`src/rtl/conv_quan_ctrl_gen_pkg.sv`:
```
// Shared definitions for the convolution quantisation control generator:
// FSM state encoding and default parameter values.
package conv_quan_ctrl_gen_pkg;

  localparam int unsigned DEF_COL_W    = 11;
  localparam int unsigned DEF_GRP_W    = 4;
  localparam int unsigned DEF_NPARA    = 16;
  localparam int unsigned DEF_PIPE_LAT = 32;
  localparam int unsigned DEF_WAIT_CYC = 5;

  // Wide enough for the largest supported start-up wait (31 cycles).
  localparam int unsigned WAIT_CNT_W   = 5;

  typedef enum logic [2:0] {
    IDLE,
    WAIT,
    JUDGE_FIFO,
    JUDGE_READY,
    COMPUTE,
    ROW_END
  } state_t;

endpackage

```
`src/rtl/valid_delay_line.sv`:
```
// Resettable shift register delaying a single valid bit by DEPTH cycles.
module valid_delay_line
  import conv_quan_ctrl_gen_pkg::*;
#(
  parameter int unsigned DEPTH = DEF_PIPE_LAT
) (
  input  logic clk,
  input  logic rst,
  input  logic din,
  output logic dout
);

  logic [DEPTH-1:0] sr;

  if (DEPTH == 1) begin : g_one
    always_ff @(posedge clk or negedge rst) begin
      if (!rst) sr <= '0;
      else      sr <= din;
    end
  end else begin : g_many
    always_ff @(posedge clk or negedge rst) begin
      if (!rst) sr <= '0;
      else      sr <= {sr[DEPTH-2:0], din};
    end
  end

  assign dout = sr[DEPTH-1];

endmodule

```
`src/rtl/conv_quan_ctrl_gen.sv`:
```
// Frame/row sequencer issuing FIFO reads per (column, channel group), with
// quantisation-parameter group select and a latency-matched output valid.
module conv_quan_ctrl_gen
  import conv_quan_ctrl_gen_pkg::*;
#(
  parameter int unsigned COL_W    = DEF_COL_W,
  parameter int unsigned GRP_W    = DEF_GRP_W,
  parameter int unsigned NPARA    = DEF_NPARA,
  parameter int unsigned PIPE_LAT = DEF_PIPE_LAT,
  parameter int unsigned WAIT_CYC = DEF_WAIT_CYC
) (
  input  logic                   clk,
  input  logic                   rst,
  input  logic                   start,
  input  logic [COL_W-1:0]       col_num,
  input  logic [COL_W-1:0]       row_num,
  input  logic [GRP_W+2:0]       ch_out_num,
  input  logic                   fifo_valid,
  input  logic                   m_ready,
  output logic                   rd_en_fifo,
  output logic [NPARA-1:0]       para_select,
  output logic [COL_W+GRP_W-1:0] s_count_fifo,
  output logic                   m_valid,
  output logic                   busy,
  output logic                   done
);

  localparam int unsigned SC_W = COL_W + GRP_W;

  state_t                state, state_nxt;
  logic [COL_W-1:0]      col_q, row_q;
  logic [GRP_W-1:0]      grp_q;
  logic [COL_W-1:0]      col_cnt, row_cnt;
  logic [GRP_W-1:0]      grp_cnt;
  logic [WAIT_CNT_W-1:0] wait_cnt;
  logic [GRP_W-1:0]      grp_in;
  logic                  cfg_ok, accept, rd;
  logic                  last_grp, last_col, last_row;

  // Channels arrive as a count; the sequencer works in groups of eight.
  assign grp_in   = GRP_W'(ch_out_num >> 3);
  assign cfg_ok   = (col_num != '0) && (row_num != '0) && (grp_in != '0);
  assign accept   = (state == IDLE) && start;
  assign rd       = (state == COMPUTE) && m_ready;
  assign last_grp = (grp_cnt == grp_q - GRP_W'(1));
  assign last_col = (col_cnt == col_q - COL_W'(1));
  assign last_row = (row_cnt == row_q - COL_W'(1));

  assign rd_en_fifo = rd;
  assign busy       = (state != IDLE);

  always_ff @(posedge clk or negedge rst) begin
    if (!rst) state <= IDLE;
    else      state <= state_nxt;
  end

  always_comb begin
    state_nxt = state;
    case (state)
      IDLE:        if (start && cfg_ok) state_nxt = WAIT;
      WAIT:        if (wait_cnt == WAIT_CNT_W'(WAIT_CYC - 1)) state_nxt = JUDGE_FIFO;
      JUDGE_FIFO:  if (fifo_valid) state_nxt = JUDGE_READY;
      JUDGE_READY: if (m_ready) state_nxt = COMPUTE;
      COMPUTE:     if (rd && last_grp && last_col) state_nxt = ROW_END;
      ROW_END:     state_nxt = last_row ? IDLE : JUDGE_FIFO;
      default:     state_nxt = IDLE;
    endcase
  end

  always_ff @(posedge clk or negedge rst) begin
    if (!rst) begin
      col_q <= '0;
      row_q <= '0;
      grp_q <= '0;
    end else if (accept) begin
      col_q <= col_num;
      row_q <= row_num;
      grp_q <= grp_in;
    end
  end

  // Product is refreshed every cycle from the latched config; the start-up
  // wait of at least two cycles covers the single register stage.
  always_ff @(posedge clk or negedge rst) begin
    if (!rst) s_count_fifo <= '0;
    else      s_count_fifo <= SC_W'(col_q) * SC_W'(grp_q);
  end

  always_ff @(posedge clk or negedge rst) begin
    if (!rst) begin
      wait_cnt <= '0;
    end else if (state == WAIT) begin
      wait_cnt <= wait_cnt + WAIT_CNT_W'(1);
    end else begin
      wait_cnt <= '0;
    end
  end

  always_ff @(posedge clk or negedge rst) begin
    if (!rst) begin
      grp_cnt <= '0;
      col_cnt <= '0;
      row_cnt <= '0;
    end else if (accept) begin
      grp_cnt <= '0;
      col_cnt <= '0;
      row_cnt <= '0;
    end else if (rd) begin
      if (last_grp) begin
        grp_cnt <= '0;
        col_cnt <= last_col ? '0 : col_cnt + COL_W'(1);
      end else begin
        grp_cnt <= grp_cnt + GRP_W'(1);
      end
    end else if (state == ROW_END) begin
      row_cnt <= last_row ? '0 : row_cnt + COL_W'(1);
    end
  end

  always_ff @(posedge clk or negedge rst) begin
    if (!rst) begin
      para_select <= '0;
      done        <= 1'b0;
    end else begin
      para_select <= rd ? (NPARA'(1) << grp_cnt) : '0;
      done        <= (accept && !cfg_ok) || ((state == ROW_END) && last_row);
    end
  end

  valid_delay_line #(
    .DEPTH(PIPE_LAT)
  ) u_mv_dly (
    .clk (clk),
    .rst (rst),
    .din (rd),
    .dout(m_valid)
  );

endmodule

```
`config.mk`:
```
export PLATFORM = sky130hd
export DESIGN_NAME = conv_quan_ctrl_gen
export DESIGN_NICKNAME = d
export VERILOG_FILES = /design/src/rtl/conv_quan_ctrl_gen_pkg.sv /design/src/rtl/valid_delay_line.sv /design/src/rtl/conv_quan_ctrl_gen.sv
export SDC_FILE = /design/constraint.sdc
export NUM_CORES = 1
export LEC_CHECK = 0
export CAP_MARGIN = 20
export CORE_UTILIZATION = 57
export DETAILED_ROUTE_END_ITERATION = 10
export PLACE_DENSITY = 0.87
export SYNTH_ARGS = -nofsm -noshare
export SYNTH_HDL_FRONTEND = slang
export SYNTH_HIERARCHICAL = 1
export SYNTH_SLANG_ARGS = --single-unit
```
`constraint.sdc`:
```
create_clock -name clk -period 4.05 [get_ports clk]
set_clock_uncertainty 0.2 [all_clocks]
set_input_delay 0.6075 -clock clk [delete_from_list [all_inputs] [get_ports clk]]
set_output_delay 0.6075 -clock clk [all_outputs]
set_load 0.05 [all_outputs]
```
==> results of run 1 <==
[per-layer routing]
metal / vias up / part of all wire, % / GRT usage [%]
met5: - / 0 / 0
met4: 0 / 2.3 / 10.49
met3: 37 / 6.4 / 7.684
met2: 205 / 51 / 43.81
met1: 2479 / 40 / 30.27
li1: 2348 / - / -
[power groups by stage]
stage               clock (mW)  sequential (mW)  combinational, mW
floorplan                    0             1.94               1.89
global placement             0             1.89               2.39
detailed placement           0             1.91               2.50
CTS                       1.65             1.90               2.55
global route              1.71             1.95               2.88
finish                    1.63             1.90               2.55
[stage by stage]
step,instances,util (%)
2_1_floorplan,672,-
3_3_place_gp,858,64.90
3_5_place_dp,858,64.90
4_1_cts,890,70.55
5_1_grt,890,70.56
6_report,890,70.56
[final cells by class]
class / instances / area [µm²]
Timing Repair Buffer: 70 / 685.7
Tap cell: 143 / 178.9
Multi-Input combinational cell: 471 / 3256
Clock inverter: 11 / 163.9
Inverter: 50 / 187.7
Sequential cell: 124 / 3104
Fill cell: 813 / 3362
Clock buffer: 21 / 480.5
[worst register-to-register path: cells and delay by family, from the launching register on]
family,cells,cell delay (ns)
compound gates,5,1.08
xor+xnor,1,0.15
fa+ha+maj,3,1.40
buf+inv,1,0.06
flops,1,0.57
simple gates,2,0.23
[registers in the layout, indices dropped and copies added (netlist names), 5 cells and up]
register	count
u_mv_dly/sr	32
para_select	16
s_count_fifo	15
col_cnt	11
col_q	11
row_cnt	11
row_q	11
wait_cnt	5
[cell families after synthesis]
group | share of synthesized area, %
flip-flops | 46.31
AND/OR/NAND/NOR | 21.96
XOR/XNOR | 8.105
adder cells (fa/ha/maj) | 11.35
buffers and inverters | 5.098
multiplexers | 0.7470
AO/OA/AOI/OAI | 6.424
[cell usage in the layout (no fill, tap or decap), types with 2 or more instances in the layout]
| cell type | synthesis | routed |
|---|---|---|
| a21oi_1 | 15 | 15 |
| a31oi_1 | 2 | 2 |
| a41oi_1 | 2 | 2 |
| and2_1 | 36 | 36 |
| and3_1 | 16 | 16 |
| and4_1 | 2 | 2 |
| buf_4 | 2 | 6 |
| bufinv_16 | 0 | 4 |
| clkbuf_16 | 0 | 17 |
| clkbuf_8 | 1 | 4 |
| clkdlybuf4s50_1 | 0 | 64 |
| clkinv_2 | 0 | 4 |
| clkinvlp_4 | 0 | 2 |
| dfrtp_1 | 124 | 123 |
| fa_1 | 18 | 18 |
| ha_1 | 32 | 32 |
| inv_1 | 50 | 50 |
| mux2i_1 | 5 | 5 |
| nand2_1 | 106 | 106 |
| nand2b_1 | 3 | 3 |
| nand3_1 | 19 | 19 |
| nand3b_1 | 4 | 4 |
| nand4_1 | 11 | 11 |
| nor2_1 | 36 | 36 |
| nor2_4 | 2 | 2 |
| nor2b_1 | 4 | 4 |
| nor3_1 | 25 | 25 |
| nor4_1 | 6 | 6 |
| o21a_1 | 4 | 4 |
| o21ai_0 | 21 | 21 |
| o31a_1 | 2 | 2 |
| o31ai_1 | 2 | 2 |
| o32ai_1 | 2 | 2 |
| or3_1 | 5 | 5 |
| xnor2_1 | 36 | 36 |
| xor2_1 | 26 | 26 |
[final timing paths]
kind,from,endpoint,slack [ns]
setup / recovery,grp_q[2]$_DFFE_PN0P_,s_count_fifo[13]$_DFF_PN0_,0.23
hold / removal,rst,u_mv_dly/sr[28]$_DFF_PN0_,0.08
setup reg to reg,grp_q[2]$_DFFE_PN0P_,s_count_fifo[13]$_DFF_PN0_,0.23
hold reg to reg,u_mv_dly/sr[9]$_DFF_PN0_,u_mv_dly/sr[10]$_DFF_PN0_,0.15
max in group asynchronous,rst,col_cnt[10]$_DFFE_PN0P_,2.64
min in group clk,u_mv_dly/sr[9]$_DFF_PN0_,u_mv_dly/sr[10]$_DFF_PN0_,0.15
==> results.toml, run 1 <==
[finish]
drive_gt1_share_pct = 7.497
antennaDiodeCount = 0
nNetsFinal = 818
area_growth_pct = 20.24
final_area_um2 = 8056

[place]
placed_area_um2 = 7411
dp_hpwl_um = 9634
pre_cts_slack_ns = 0.2312
gp_congestion = 0.8498
numPortBuffers = 65

[detailed_routing]
firstDrtPassIters = 5
ant_nets = 0
wire_per_inst_um = 16.13
via_per_inst = 5.696
wl_um = 14360
drc_errors = 0
vias = 5069
drt_iter0_drc = 354

[timing]
hold_viol_final = 0
fmax_ghz = 0.2621
worstMarginPinSlew_ns = 0.8076
relSlewSlack_pct = 45.46
fin_crit_ns = 3.816
rsz0062_at_grt = "no"
drv_slew = 0
timing.setup.tns_ns = 0
setup_viol = 0
post-route-period-util_pct = 94.22
postLayoutSetupSlackWorst_ns = 0.2341
worst_hold_slack_ns = 0.07972

[synthesis]
netlist_area_um2 = 6700
ys_seq_area_share_pct = 46.31
synth_flop_cell = "dfrtp_1"
yosysTopAreaCell = "dfrtp_1"
yosysWarnings = 6
synthesis.nets = 756
syn_inst = 672
yosysMostFrequentCell = "dfrtp_1"
synth.area.top_cells = "dfrtp_1 (46%), ha_1 (6.0%), nand2_1 (5.9%)"
synth_top_area_share_pct = 46.31
avgSynthCellArea_um2 = 9.971
synthTopCellsByCount = "dfrtp_1 (124), nand2_1 (106), inv_1 (50)"
synth-edff-count = 0
async_flop_share_pct = 100.0
synth_seq_cells = 124
synth_cell_types = 64

[grt]
grtUsageTotal_pct = 25.69
grt_max_degree = 70
overflow = 0
antenna_found_initial = 0
grt_pass1_vias = 5203
grt_pass1_wl_um = 24710

[setup_path]
required_ns = 4.15
critical_path.top_delay_family = "adder cells"
path_class = "reg2reg"
cp_max_fo = 14
crit_top_cell = "a21oi_1"
critPathCaptureType = "flop"
cp.depth = 12
crit_chain = "nand2_1, fa_1, fa_1, inv_1, ha_1, a21oi_1, nor2b_1, o21ai_0, a21oi_1, a41oi_1, a21oi_1, xor2_1"
cp.buffers_inverters = 1
slowest_delay_ns = 0.60
reg2reg_depth = 12
cp_slowest_cell = "fa_1"
cp.arrival_ns = 3.91
startpoint_type = "flop"

[flow_run]
drv_cap = 0

[floorplanning]
io_pins = 69
rows = 39
start_util_pct = 58.68
coreArea_um2 = 11420
dieArea_um2 = 12190
fp.dieH_um = 110.4
die_w_um = 110.4

[run_status]
status = "finished clean"

[power]
p_int_mw = 3.682
pwr-share-clk_pct = 26.8
pwr_density_cell_nw_per_um2 = 755.3
pwr-share-comb_pct = 41.9
p_sw_share_pct = 39.48
p_leak_nw = 3.847
design_power_total_mw = 6.085
peakVddDrop_v = 0.0007041
seq_power_share_pct = 31.3
power.switching_mw = 2.403

[clocking]
cts_buffers = 17
clk_pin_slew_ns = 0.05
tritoncts = "yes"
cts_setup_buffers = 0
insertion_delay_ns = 0.42
cts_resized = 0
clock_sinks = 124
cts_buffer_depth = 2
cts_max_level = 4
clockRootBuffer = "clkbuf_16"
ctsHoldBuffers = 0

[hold_path]
min_path_type = "in2async"
Power figures use the tool's default switching activity.
==> run 2: changes to the inputs <==
GPL_TIMING_DRIVEN = 0   (was default)
SLEW_MARGIN = 20   (was default)
==> run 2 against run 1 <==
Effect of this change:
- combinational power rose by 9.8%
- power grew 2.9%
- via count rose by 1.6%
- non-clock buffer count is 22 higher
- flip-flop and latch count is the same
- sequential power is 6% lower
- critical path depth rose by 2
- design area up 2.2%
- clock power up 4%
- critical path type unchanged
==> results.toml, run 2 (synthesis gave the netlist of run 1 again) <==
[clocking]
clockRootBuffer = "clkbuf_16"
tritoncts = "yes"
clock_sinks = 124
cts_max_level = 4
cts_buffer_depth = 2
insertion_delay_ns = 0.42
clk_pin_slew_ns = 0.06
cts_buffers = 17

[detailed_routing]
firstDrtPassIters = 5
drt_iter0_drc = 437
drc_errors = 0
wl_um = 14740
wire_per_inst_um = 16.16
via_per_inst = 5.648
vias = 5151
ant_nets = 0

[timing]
post-route-period-util_pct = 94.42
fmax_ghz = 0.2615
setup_viol = 0
worstMarginPinSlew_ns = 0.7019
drv_slew = 0
relSlewSlack_pct = 52.59
hold_viol_final = 0
rsz0062_at_grt = "no"
fin_crit_ns = 3.824

[power]
pwr_density_cell_nw_per_um2 = 760.3
design_power_total_mw = 6.259
peakVddDrop_v = 0.0007844
p_leak_nw = 3.920

[grt]
grtUsageTotal_pct = 26.28
grt_use_met3_pct = 7.080
grt_pass1_wl_um = 25230
gr-max-usage-layer = "met2"
grt_max_degree = 87
overflow = 0
use_met1_pct = 31.36
grt_pass1_vias = 5389
grt.met2_usage_pct = 44.55
antenna_found_initial = 0

[place]
dp_hpwl_um = 10360
numPortBuffers = 65
gp_congestion = 0.8769

[hold_path]
min_path_type = "reg2reg"
holdCritStartpoint = "u_mv_dly/sr[3]$_DFF_PN0_"

[finish]
most-common-layout-cells = "dfrtp_1 (123), nand2_1 (106), clkdlybuf4s50_1 (64)"
largest_registers = "u_mv_dly/sr: 32 flops, para_select: 16 flops, s_count_fifo: 15 flops"
regMostFlops = "u_mv_dly/sr"
drive_gt1_share_pct = 8.192
area_growth_pct = 22.86
largest_register_ffs = 32
fillCellCount = 785
utilization_pct = 72.09
mostFrequentLayoutCell = "dfrtp_1"
antennaDiodeCount = 0
nNetsFinal = 840

[setup_path]
path_class = "reg2reg"
cp_max_fo = 10
reg2reg_from = "col_q[2]$_DFFE_PN0P_"
required_ns = 4.19
setup.worst_path.start = "col_q[2]$_DFFE_PN0P_"
cp.arrival_ns = 3.96
startpoint_type = "flop"
critPathCaptureType = "flop"

[flow_run]
drv_cap = 0

[floorplanning]
coreArea_um2 = 11420
fp.dieH_um = 110.4
die_w_um = 110.4
io_pins = 69
dieArea_um2 = 12190
rows = 39
start_util_pct = 58.68

[run_status]
status = "finished clean"
run 2: cell type report:
type                    instances  area, µm²  share of cell area (%)
well taps                     143      178.9                   2.174
multi-input cells             471       3263                   39.64
inverters                      50      187.7                   2.280
plain buffers                  25      147.6                   1.794
clock inverters                10      186.4                   2.265
clock buffers                  22      474.2                   5.761
repair buffers                 67      689.4                   8.375
flip-flops and latches        124       3104                   37.71
run 2: final timing paths:
path,slack (ns),cells after the start,to
hold reg to reg,0.15,0,u_mv_dly/sr[4]$_DFF_PN0_
hold / removal,0.15,0,u_mv_dly/sr[4]$_DFF_PN0_
setup / recovery,0.23,14,s_count_fifo[12]$_DFF_PN0_
setup reg to reg,0.23,14,s_count_fifo[12]$_DFF_PN0_
max in group asynchronous,2.43,3,grp_q[2]$_DFFE_PN0P_
min in group asynchronous,0.46,2,u_mv_dly/sr[27]$_DFF_PN0_
run 2: per-layer routing:
metal,vias up,routed length (µm)
met2,180,7545
met1,2542,6010
met5,-,0
li1,2392,-
met3,37,820
met4,0,361
run 2: where the power goes:
| part | internal, mW | switching [mW] |
|---|---|---|
| Combinational | 1.14 | 1.66 |
| Sequential | 1.52 | 0.255 |
| Clock | 1.14 | 0.545 |
| Total | 3.80 | 2.46 |
run 2: critical path, stage by stage, from the launching register on:
cell      delay (ns)
dfrtp_1         0.35
buf_4           0.18
and2_1          0.19
fa_1            0.50
inv_1           0.05
fa_1            0.53
inv_1           0.04
ha_1            0.32
nor2b_1         0.18
o31a_1          0.30
o211ai_1        0.20
nand2_1         0.12
a41oi_2         0.25
nor2b_1         0.20
xnor2_1         0.13
run 2: per-stage QoR:
stage / instances / TNS [ns] / cell area [µm²] / hold slack (ns) / worst slack, ns
floorplan: 672 / 0 / 6700 / 0.1119 / 0.5080
finish: 912 / 0 / 8232 / 0.1465 / 0.2260
global placement: 880 / -282.86 / 7530 / 0.1318 / -2.292
detailed placement: 881 / 0 / 7559 / 0.1347 / 0.07033
CTS: 914 / 0 / 8229 / 0.1495 / 0.05994
global route: 912 / 0 / 8232 / 0.1502 / 0.06013
run 2: repair_timing:
item                                    in CTS  in global routing
hold endpoints to repair                    38                  0
setup buffers                                0                  0
gates resized for setup                      0                  5
endpoints found under the setup margin       0                  4
hold buffers                                 1                  0
==> run 3: changes to the inputs <==
CAP_MARGIN = default   (was 20)
CORE_UTILIZATION = 40   (was 57)
PLACE_DENSITY = 0.67   (was 0.87)
==> run 3 against run 2 <==
Effect of this change:
- count of clock-buffer cells in the layout shrank 3
- sequential power about the same
- power is 1.7% lower
- critical path type unchanged
- largest cell class unchanged
- fmax is 1.3% higher
- largest power group unchanged
- critical endpoint is now s_count_fifo[11]$_DFF_PN0_
- worst hold slack got worse by 0.0028 ns
- core utilization is 21 points lower
- first-iteration DRC count is 41% lower
- global-route usage shrank 8.0 points
- design area rose by 0.58%
==> results.toml, run 3 (synthesis gave the netlist of run 1 again) <==
[setup_path]
cp.arrival_ns = 3.92
reg2reg_depth = 13
reg2reg_from = "grp_q[1]$_DFFE_PN0P_"
cp_slowest_cell = "fa_1"
critPathCaptureType = "flop"
cp.depth = 13
r2r_end = "s_count_fifo[11]$_DFF_PN0_"
crit_end = "s_count_fifo[11]$_DFF_PN0_"
cp_max_fo = 10
critical_path.top_delay_family = "adder cells"
slowest_delay_ns = 0.62
required_ns = 4.19
crit_chain = "clkbuf_1, nand2_1, fa_1, fa_1, inv_1, ha_1, a21oi_1, nor2b_1, o21ai_0, a21oi_1, a41oi_1, nor2b_1, xnor2_1"
path_class = "reg2reg"
setup.worst_path.start = "grp_q[1]$_DFFE_PN0P_"
startpoint_type = "flop"
cp.buffers_inverters = 2
rrSetupSlack_ns = 0.28

[finish]
largest_registers = "u_mv_dly/sr: 32 flops, para_select: 16 flops, s_count_fifo: 15 flops"
area_growth_pct = 23.57
mostFrequentLayoutCell = "dfrtp_1"
largest_register_ffs = 32
multi_input_area_um2 = 3256
drive_gt1_share_pct = 7.922
regMostFlops = "u_mv_dly/sr"
nNetsFinal = 841
seqCellArea_um2 = 3103
antennaDiodeCount = 0
most-common-layout-cells = "dfrtp_1 (124), nand2_1 (106), clkdlybuf4s50_1 (64)"
fillCellCount = 1429
layout.cells.non_filler = 986
final_area_um2 = 8279

[place]
placed_area_um2 = 7650
numPortBuffers = 65
pre_cts_slack_ns = 0.1428
placed_cells = 954
dp_hpwl_um = 10290
gp_congestion = 0.8702

[timing]
fin_crit_ns = 3.774
postLayoutSetupSlackWorst_ns = 0.2757
fmax_ghz = 0.2650
relSlewSlack_pct = 46.14
post-route-period-util_pct = 93.19
drv_slew = 0
worstMarginPinSlew_ns = 0.7974
setup_viol = 0
rsz0062_at_grt = "no"
hold_viol_final = 0

[clocking]
insertion_delay_ns = 0.42
clockRootBuffer = "clkbuf_16"
tritoncts = "yes"
cts_setup_buffers = 0
cts_buffers = 17
cts_buffer_depth = 2
cts_max_level = 4
clk_pin_slew_ns = 0.06
clock_sinks = 124

[floorplanning]
dieArea_um2 = 17270
rows = 46
io_pins = 69
die_w_um = 131.4
coreArea_um2 = 16120
start_util_pct = 41.58
fp.dieH_um = 131.4

[detailed_routing]
firstDrtPassIters = 4
wl_um = 14530
vias = 4958
drt_iter0_drc = 257
wire_per_inst_um = 14.74
drc_errors = 0
via_per_inst = 5.028
ant_nets = 0

[power]
p_leak_nw = 3.908
peakVddDrop_v = 0.0004036
design_power_total_mw = 6.149
pwr_density_cell_nw_per_um2 = 742.8

[flow_run]
drv_cap = 0

[grt]
grt_pass1_wl_um = 25190
grt_pass1_vias = 5226
overflow = 0
antenna_found_initial = 0
grtUsageTotal_pct = 18.27
grt_max_degree = 74

[hold_path]
min_path_type = "reg2reg"

[run_status]
status = "finished clean"
run 3: cell types whose count changed in the layout (fill, tap and decap cells not counted):
cell / change
dfrtp_2: -1
o21ai_0: +1
clkinv_2: +1
clkinv_4: +1
a41oi_2: -1
clkbuf_1: +1
a41oi_1: +1
o21ai_1: -1
dfrtp_1: +1
clkinvlp_4: -1
inv_6: +3
clkbuf_8: -3
bufinv_16: -1
run 3: per-stage QoR:
step                setup TNS, ns  hold slack [ns]  util (%)
finish                          0           0.1437     51.37
global route                    0           0.1515     51.37
CTS                             0           0.1471     51.39
detailed placement              0           0.1347     47.47
global placement          -301.09           0.1312     47.29
floorplan                       0           0.1119         -
run 3: worst min path at each step:
stage                                   start                        end  slack, ns  depth (start not counted)
floorplan                                 rst     col_cnt[0]$_DFFE_PN0P_       0.11                          0
global placement    u_mv_dly/sr[22]$_DFF_PN0_  u_mv_dly/sr[23]$_DFF_PN0_       0.13                          0
detailed placement   u_mv_dly/sr[3]$_DFF_PN0_   u_mv_dly/sr[4]$_DFF_PN0_       0.13                          0
CTS                  u_mv_dly/sr[3]$_DFF_PN0_   u_mv_dly/sr[4]$_DFF_PN0_       0.15                          0
global route         u_mv_dly/sr[0]$_DFF_PN0_   u_mv_dly/sr[1]$_DFF_PN0_       0.15                          0
finish              u_mv_dly/sr[19]$_DFF_PN0_  u_mv_dly/sr[20]$_DFF_PN0_       0.14                          0
run 3: cell type report:
type | instances | area share, %
clock inverters | 13 | 2.282
inverters | 50 | 2.267
well taps | 216 | 3.264
repair buffers | 67 | 8.327
clock buffers | 19 | 5.229
multi-input cells | 471 | 39.32
flip-flops and latches | 124 | 37.48
plain buffers | 26 | 1.829
run 3: where the power goes:
part / internal, mW / switching (mW)
registers: 1.52 / 0.238
logic: 1.13 / 1.64
clock network: 1.03 / 0.586
total: 3.69 / 2.46
run 3: metal layers:
metal | track usage [%] | vias to the layer above | wire length [µm]
met4 | 7.106 | 0 | 261
met3 | 4.051 | 23 | 548
met5 | 0 | - | 0
li1 | - | 2400 | -
met1 | 23.00 | 2428 | 6567
met2 | 30.45 | 107 | 7153
run 3: repair_timing:
item / in CTS / in global routing
setup endpoints to repair: 0 / 4
hold buffers: 1 / 0
resized for setup: 0 / 2
endpoints found under the hold margin: 51 / 0
